[config.mk]
export PLATFORM = sky130hd
export DESIGN_NAME = reexe_stage
export DESIGN_NICKNAME = d
export VERILOG_FILES = /design/src/rtl/reexe_pkg.sv /design/src/rtl/reexe_stage.sv
export SDC_FILE = /design/constraint.sdc
export NUM_CORES = 1
export LEC_CHECK = 0
export ABC_AREA = 1
export ABC_CLOCK_PERIOD_IN_PS = 3200
export CORE_UTILIZATION = 37
export DETAILED_ROUTE_END_ITERATION = 16
export GPL_ROUTABILITY_DRIVEN = 0
export PLACE_DENSITY = 0.76
export SLEW_MARGIN = 20
export SYNTH_ARGS = -nofsm -noshare
export SYNTH_HDL_FRONTEND = slang
export SYNTH_SLANG_ARGS = --single-unit
export TNS_END_PERCENT = 100
[constraint.sdc]
create_clock -name clk -period 3.2 [get_ports clk]
set_input_delay 0.48 -clock clk [delete_from_list [all_inputs] [get_ports clk]]
set_output_delay 0.48 -clock clk [all_outputs]
set_load 0.02 [all_outputs]
[src/rtl/reexe_pkg.sv]
// Shared widths, forward-mode codes and REEXE state encoding for the REEXE stage.
package reexe_pkg;

    localparam int SINGLE_WORD = 32;
    localparam int GPR_NUM     = 5;
    localparam int EXCCODE     = 5;
    localparam int FORWARD_MODE = 2;

    localparam logic [FORWARD_MODE-1:0] FORWARD_MODE_WAIT  = 2'd0;
    localparam logic [FORWARD_MODE-1:0] FORWARD_MODE_REEXE = 2'd1;

    typedef enum logic [1:0] {
        REEXE_EMPTY    = 2'd0,
        REEXE_WAIT_MDU = 2'd1,
        REEXE_HOLD     = 2'd2
    } reexe_state_t;

endpackage

[src/rtl/reexe_stage.sv]
// REEXE stage: holds one instruction, parks mul/div entries until the MDU answers,
// then presents a registered payload to WB and a bypass view to issue.
module reexe_stage
    import reexe_pkg::*;
#(
    parameter int DATA_W = SINGLE_WORD,
    parameter int REG_W  = GPR_NUM,
    parameter int EXC_W  = EXCCODE,
    parameter int FWD_W  = FORWARD_MODE
) (
    input  logic              clk,
    input  logic              rst,
    input  logic              CP0_excOccur_w_i,
    input  logic              SBA_valid_w_i,
    output logic              REEXE_allowin_w_o,
    input  logic              WB_allowin_w_i,
    output logic              REEXE_valid_w_o,
    input  logic [REG_W-1:0]  SBA_writeNum_i,
    input  logic [DATA_W-1:0] SBA_VAddr_i,
    input  logic [DATA_W-1:0] SBA_aluRes_i,
    input  logic              SBA_nonBlockMark_i,
    input  logic              SBA_hasException_i,
    input  logic [EXC_W-1:0]  SBA_ExcCode_i,
    input  logic              MDU_resultValid_w_i,
    input  logic [DATA_W-1:0] MDU_result_w_i,
    output logic              MDU_cancel_w_o,
    output logic [DATA_W-1:0] REEXE_forwardData_w_o,
    output logic [FWD_W-1:0]  REEXE_forwardMode_w_o,
    output logic [REG_W-1:0]  REEXE_writeNum_w_o,
    output logic [REG_W-1:0]  REEXE_writeNum_o,
    output logic [DATA_W-1:0] REEXE_VAddr_o,
    output logic [DATA_W-1:0] REEXE_wbData_o,
    output logic              REEXE_hasException_o,
    output logic [EXC_W-1:0]  REEXE_ExcCode_o
);

    reexe_state_t state, state_nxt;

    logic [REG_W-1:0]  write_num;
    logic [DATA_W-1:0] vaddr;
    logic [DATA_W-1:0] wb_data;
    logic              has_exc;
    logic [EXC_W-1:0]  exc_code;

    logic allowin, accept, load, clear, mdu_load;

    always_comb begin
        allowin   = (state == REEXE_EMPTY) || ((state == REEXE_HOLD) && WB_allowin_w_i);
        accept    = allowin && SBA_valid_w_i && !CP0_excOccur_w_i;
        state_nxt = state;
        load      = 1'b0;
        clear     = 1'b0;
        mdu_load  = 1'b0;
        // Flush wins over everything, including a same-cycle MDU strobe.
        if (CP0_excOccur_w_i) begin
            state_nxt = REEXE_EMPTY;
            clear     = 1'b1;
        end else if (accept) begin
            load      = 1'b1;
            state_nxt = (SBA_nonBlockMark_i && !SBA_hasException_i) ? REEXE_WAIT_MDU : REEXE_HOLD;
        end else begin
            case (state)
                REEXE_HOLD: begin
                    if (WB_allowin_w_i) begin
                        state_nxt = REEXE_EMPTY;
                        clear     = 1'b1;
                    end
                end
                REEXE_WAIT_MDU: begin
                    if (MDU_resultValid_w_i) begin
                        state_nxt = REEXE_HOLD;
                        mdu_load  = 1'b1;
                    end
                end
                default: state_nxt = state;
            endcase
        end
    end

    always_ff @(posedge clk or posedge rst) begin
        if (rst) begin
            state     <= REEXE_EMPTY;
            write_num <= '0;
            vaddr     <= '0;
            wb_data   <= '0;
            has_exc   <= 1'b0;
            exc_code  <= '0;
        end else begin
            state <= state_nxt;
            if (clear) begin
                write_num <= '0;
                vaddr     <= '0;
                wb_data   <= '0;
                has_exc   <= 1'b0;
                exc_code  <= '0;
            end else if (load) begin
                write_num <= SBA_writeNum_i;
                vaddr     <= SBA_VAddr_i;
                wb_data   <= SBA_aluRes_i;
                has_exc   <= SBA_hasException_i;
                exc_code  <= SBA_ExcCode_i;
            end else if (mdu_load) begin
                wb_data   <= MDU_result_w_i;
            end
        end
    end

    assign REEXE_allowin_w_o     = allowin;
    assign REEXE_valid_w_o       = (state == REEXE_HOLD);
    assign MDU_cancel_w_o        = CP0_excOccur_w_i && (state == REEXE_WAIT_MDU);
    assign REEXE_forwardData_w_o = wb_data;
    // An excepted instruction must never reach the register file via bypass.
    assign REEXE_writeNum_w_o    = ((state != REEXE_EMPTY) && !has_exc) ? write_num : '0;
    assign REEXE_forwardMode_w_o = ((state == REEXE_HOLD) && (write_num != '0))
                                   ? FWD_W'(FORWARD_MODE_REEXE) : FWD_W'(FORWARD_MODE_WAIT);
    assign REEXE_writeNum_o      = write_num;
    assign REEXE_VAddr_o         = vaddr;
    assign REEXE_wbData_o        = wb_data;
    assign REEXE_hasException_o  = has_exc;
    assign REEXE_ExcCode_o       = exc_code;

endmodule

==> flow_summary.json, run 1 <==
{
  "dpl_cell_area_mm2": 0.00649,
  "syn-cell-area_mm2": 0.00434,
  "path_depth": 4,
  "finalSetupTns_ns": 0,
  "fp.dieW_um": 110,
  "drive_gt1_share_pct": 4.28,
  "core-area_mm2": 0.0114,
  "cts.clk_slew.worst_paths_ns": 0.06,
  "synth-adder-area-share_pct": 0,
  "cts_max_level": 3,
  "rows": 39,
  "holdWs_ns": 0.471,
  "drt_wl_total_mm": 13.2,
  "netlist_instances": 613,
  "start_util_pct": 38.0,
  "wl_met2_mm": 6.58,
  "top_layer": "met4",
  "final-seq-area_mm2": 0.00193,
  "drt-wirelength-per-cell_um": 14.1,
  "drv_cap": 0,
  "grt_overflow": 0,
  "numCtsBuffers": 9,
  "worstPathRequired_ns": 2.72,
  "hold_class": "reg -> reg",
  "io_buffers": 229,
  "syn_nets": 727,
  "via_count": 4515,
  "cp_max_fo": 16,
  "ioPinCount": 231,
  "grt_util_all_layers_pct": 21.6,
  "cts.sinks": 77,
  "layout_commonest_cell": "clkdlybuf4s50_1",
  "p_leak_nw": 3.46,
  "route.met3.wl_mm": 1.29,
  "status": "complete, no violations",
  "fin_crit_sh_pct": 77.5,
  "vdd_drop_max_uv": 241,
  "diodes": 0,
  "route.detailed.drc": 0,
  "nNetsFinal": 904,
  "crit_top_cell": "clkdlybuf4s50_1",
  "dpl.hpwl_mm": 9.21,
  "critPathBufInv": 3,
  "yosys_warnings": 0,
  "dp_cells": 922,
  "regToRegEndpoint": "REEXE_forwardData_w_o[1]$_DFFE_PP0P_",
  "cts_buffer_depth": 2,
  "grt_pass1_wl_mm": 20.3,
  "p_per_area_mw_per_mm2": 479,
  "reg2reg_from": "state[0]$_DFFE_PP0P_",
  "synth.area.mux_share_pct": 0,
  "worstHoldPathCells": 2,
  "hold_path_end": "REEXE_VAddr_o[30]$_DFFE_PP0P_",
  "die_h_um": 110,
  "cp_slowest_cell": "clkdlybuf4s50_1",
  "synth_top_family_by_area": "simple AND/OR/NAND/NOR gates",
  "slowest_delay_ns": 0.63,
  "cts_tree": "done",
  "fmax_mhz": 403,
  "setup_viol": 0,
  "critPathTopFamily": "buffers and inverters",
  "met1Wirelength_mm": 5.16,
  "crit_arrival_ns": 2.00,
  "multiInputGateArea_mm2": 0.00159,
  "post_cts_buffers": 0,
  "rrSetupSlack_ns": 0.96,
  "worst_pin_slew_ns": 0.776,
  "ys_ff_latch": 77,
  "first_global_vias": 4397,
  "drtAntennaViolNets": 0,
  "synth_compound_area_share_pct": 0.346,
  "synth.distinct_cells": 19,
  "period_needed_ns": 2.48,
  "skew_ns": 0.00458,
  "cts_root_buf": "clkbuf_16",
  "syn2layout_area_growth_pct": 56.5,
  "antenna_found_initial": 0,
  "endpoint_kind": "output port",
  "ctsResizeCount": 0,
  "final_cells": 938,
  "clk_latency_ns": 0.33,
  "worst_setup_path_start_kind": "input port",
  "power_mw": 3.26,
  "fillCellCount": 1036,
  "yosys.area_share.simple_pct": 35.9,
  "die-area_mm2": 0.0122,
  "hp-start": "REEXE_VAddr_o[30]$_DFFE_PP0P_",
  "crit_type": "in -> out",
  "max-slew-margin-rel_pct": 48.3,
  "postLayoutCellArea_mm2": 0.00679,
  "grt_max_degree": 87,
  "viasPerCell": 4.81,
  "slew_viol_final": 0,
  "crit_chain": "clkdlybuf4s50_1, inv_2, nor3_1, clkdlybuf4s50_1",
  "cts_hold_buf": 0,
  "r2r_cells": 7,
  "synth_xor_area_share_pct": 0,
  "drt_iter0_drc": 318,
  "synth_area_per_cell_um2": 7.08,
  "firstDrtPassIters": 4,
  "grt_setup_unrepaired": "no",
  "final_cell_mix": "clkdlybuf4s50_1, nand2_1, nand3_1, inv_1, dfrtp_1",
  "synth-seq-area-share_pct": 44.4,
  "hold_viol": 0
}
[cell type report]
cell class                      count  share of cell area, %
Multi-Input combinational cell    353                   23.5
Tap cell                          143                   2.63
Sequential cell                    77                   28.4
Clock buffer                        9                   3.31
Timing Repair Buffer              239                   35.0
Inverter                          110                   6.10
Clock inverter                      7                   1.10
[through the flow]
step                      setup WS [ns]  utilization, %
after floorplan                   0.753               -
after global placement            0.730            56.9
after detailed placement          0.728            56.9
after CTS                         0.699            59.5
after global routing              0.631            59.5
final                             0.719            59.5
[cell families (layout without fill, tap and decap cells)]
logic type	after synthesis	count (layout)
other	1	1
AOI/OAI and AO/OA	3	3
buffers and inverters	183	365
DFF	77	77
and+or+nand+nor	349	349
[worst register-to-register path, stage by stage, from the launching register on]
cell	delay, ns
dfrtp_1	0.47
inv_2	0.10
nor2_2	0.08
buf_4	0.35
nand3_2	0.68
nand3_1	0.32
nand2_1	0.11
inv_1	0.07
[per-layer routing]
| layer | vias to the layer above | global-route usage (%) |
|---|---|---|
| met4 | 0 | 7.42 |
| met2 | 192 | 38.0 |
| met5 | - | 0 |
| met1 | 2100 | 24.8 |
| li1 | 2209 | - |
| met3 | 14 | 6.58 |
[cell usage after synthesis, drive strengths merged]
| cell type | instances | share of area (%) |
|---|---|---|
| o21ai | 2 | 0.23 |
| nand3b | 1 | 0.17 |
| nor3 | 1 | 0.12 |
| clkbuf | 17 | 1.5 |
| nand2 | 190 | 16 |
| inv | 110 | 9.5 |
| a21oi | 1 | 0.12 |
| conb | 1 | 0.086 |
| dfrtp | 77 | 44 |
| nor2 | 10 | 1.1 |
| nand4 | 34 | 4.9 |
| buf | 56 | 8.4 |
| nand3 | 113 | 13 |
[worst max path at each step]
stage	to	from	slack (ns)
4_1_cts	REEXE_writeNum_w_o[3]	state[1]$_DFFE_PP0P_	0.70
3_3_place_gp	MDU_cancel_w_o	CP0_excOccur_w_i	0.73
3_5_place_dp	MDU_cancel_w_o	CP0_excOccur_w_i	0.73
2_1_floorplan	REEXE_ExcCode_o[0]$_DFFE_PP0P_	rst	0.75
6_report	MDU_cancel_w_o	CP0_excOccur_w_i	0.72
5_1_grt	REEXE_writeNum_w_o[2]	state[1]$_DFFE_PP0P_	0.63
[sequential cells by signal, summed over array words and instances (netlist names)]
name,count
REEXE_writeNum_o,5
REEXE_forwardData_w_o,32
state,2
REEXE_hasException_o,1
REEXE_VAddr_o,32
REEXE_ExcCode_o,5
[where the power goes]
group	internal, mW	switching [mW]
Combinational	0.507	0.571
Clock	0.608	0.410
Sequential	1.08	0.0834
Note: power is estimated with default switching activity, not from simulation.
==> run 2: changes to the inputs <==
ABC_CLOCK_PERIOD_IN_PS = 2390   (was 3200)
clock period = 2.39 ns   (was 3.2 ns; I/O delays follow)
==> flow_summary.json, run 2 (same netlist as run 1, synthesis figures left out) <==
{
  "endpoint_kind": "output port",
  "drv_cap": 0,
  "drt-wirelength-per-cell_um": 14.3,
  "p_per_area_mw_per_mm2": 630,
  "reg2reg_from": "state[1]$_DFFE_PP0P_",
  "critPathTopFamily": "buffers and inverters",
  "ctsResizeCount": 1,
  "p_leak_nw": 3.50,
  "worst_setup_path_start_kind": "flip-flop",
  "worst_pin_slew_ns": 0.605,
  "pwr-share-clk_pct": 30.1,
  "final_cell_mix": "clkdlybuf4s50_1, nand2_1, nand3_1, inv_1, dfrtp_1",
  "cts_hold_buf": 0,
  "hold_class": "in -> async",
  "layout_commonest_cell": "clkdlybuf4s50_1",
  "swShare_pct": 34.0,
  "period_needed_ns": 2.27,
  "cellInternalPower_mw": 2.85,
  "drtAntennaViolNets": 0,
  "clk_latency_ns": 0.33,
  "final_cells": 940,
  "crit_type": "reg -> out",
  "grt_setup_unrepaired": "yes",
  "post_cts_buffers": 0,
  "finalSetupTns_ns": 0,
  "via_count": 4552,
  "antenna_found_initial": 0,
  "die_h_um": 110,
  "cp_slowest_cell": "clkdlybuf4s50_1",
  "dpl_cell_area_mm2": 0.00656,
  "route.detailed.drc": 0,
  "dp_cells": 924,
  "firstDrtPassIters": 5,
  "rows": 39,
  "fp.dieW_um": 110,
  "pwr-share-comb_pct": 33.8,
  "status": "complete, no violations",
  "cts_max_level": 3,
  "crit_top_cell": "nand2_1",
  "max-slew-margin-rel_pct": 59.7,
  "worstPathRequired_ns": 2.03,
  "grt_max_degree": 77,
  "viasPerCell": 4.84,
  "first_global_vias": 4371,
  "cts_root_buf": "clkbuf_16",
  "slowest_delay_ns": 0.62,
  "diodes": 0,
  "drt_iter0_drc": 310,
  "cts.sinks": 77,
  "power_mw": 4.32,
  "startpoint": "state[1]$_DFFE_PP0P_",
  "drive_gt1_share_pct": 4.89,
  "cts_tree": "done",
  "cp_max_fo": 6,
  "core-area_mm2": 0.0114,
  "start_util_pct": 38.0,
  "hold_viol": 0,
  "grt_overflow": 0,
  "grt_pass1_wl_mm": 20.6,
  "p_seq_share_pct": 36.2,
  "numCtsBuffers": 9,
  "critPathBufInv": 2,
  "cts_buffer_depth": 2,
  "vdd_drop_max_uv": 395,
  "finalCoreUtilization_pct": 60.0,
  "grt_util_all_layers_pct": 22.1,
  "slew_viol_final": 0,
  "crit_chain": "inv_1, nand2_1, nand2_1, nor2_1, clkdlybuf4s50_1",
  "postLayoutCellArea_mm2": 0.00685,
  "nNetsFinal": 906,
  "syn2layout_area_growth_pct": 57.8,
  "setup_viol": 0,
  "fin_crit_sh_pct": 94.9,
  "fmax_mhz": 441,
  "io_buffers": 229,
  "dpl.hpwl_mm": 9.49,
  "skew_ns": 0.00502,
  "power_switching_mw": 1.47,
  "die-area_mm2": 0.0122,
  "crit_arrival_ns": 1.91,
  "cts.clk_slew.worst_paths_ns": 0.07,
  "ioPinCount": 231,
  "drt_wl_total_mm": 13.4
}
-- run 2: cell type report --
class,instances,area [um2]
timing repair buffer,241,2450
multi-input combinational,353,1600
fill,1053,4570
inverter,110,414
clock inverter,7,57.6
clock buffer,9,225
sequential,77,1930
tap,143,179
-- run 2: power groups by stage --
stage	logic, mW	registers, mW	clock network, mW
floorplan	0.648	1.72	0
global placement	1.44	1.57	0
detailed placement	1.47	1.58	0
CTS	1.47	1.56	1.33
global route	1.59	1.58	1.39
finish	1.46	1.56	1.30
-- run 2: worst paths after layout --
kind / to / slack, ns / cells after the start
setup / recovery: REEXE_writeNum_w_o[2] / 0.12 / 5
hold / removal: REEXE_VAddr_o[28]$_DFFE_PP0P_ / 0.39 / 2
setup reg to reg: REEXE_forwardData_w_o[0]$_DFFE_PP0P_ / 0.75 / 8
hold reg to reg: REEXE_VAddr_o[3]$_DFFE_PP0P_ / 0.47 / 2
max in group asynchronous: state[0]$_DFFE_PP0P_ / 1.32 / 3
min in group clk: REEXE_VAddr_o[3]$_DFFE_PP0P_ / 0.47 / 2
-- run 2: worst register-to-register path, stage by stage, from the launching register on --
cell     delay, ns
dfrtp_2       0.46
inv_1         0.12
nand2_1       0.11
nor2_1        0.08
nor2_4        0.14
buf_4         0.36
nand3_1       0.13
nand2_1       0.09
inv_1         0.04
-- run 2: metrics by stage --
stage | hold WS, ns | worst slack (ns)
floorplan | 0.503 | 0.0648
global placement | 0.454 | 0.263
detailed placement | 0.458 | 0.265
CTS | 0.420 | 0.0669
global route | 0.439 | -0.00558
finish | 0.394 | 0.122
-- run 2: metal layers --
metal,global-route usage (%),share of wire [%]
met5,0,0
met4,5.73,1.1
met3,7.17,10
met2,39.0,49
met1,25.6,39
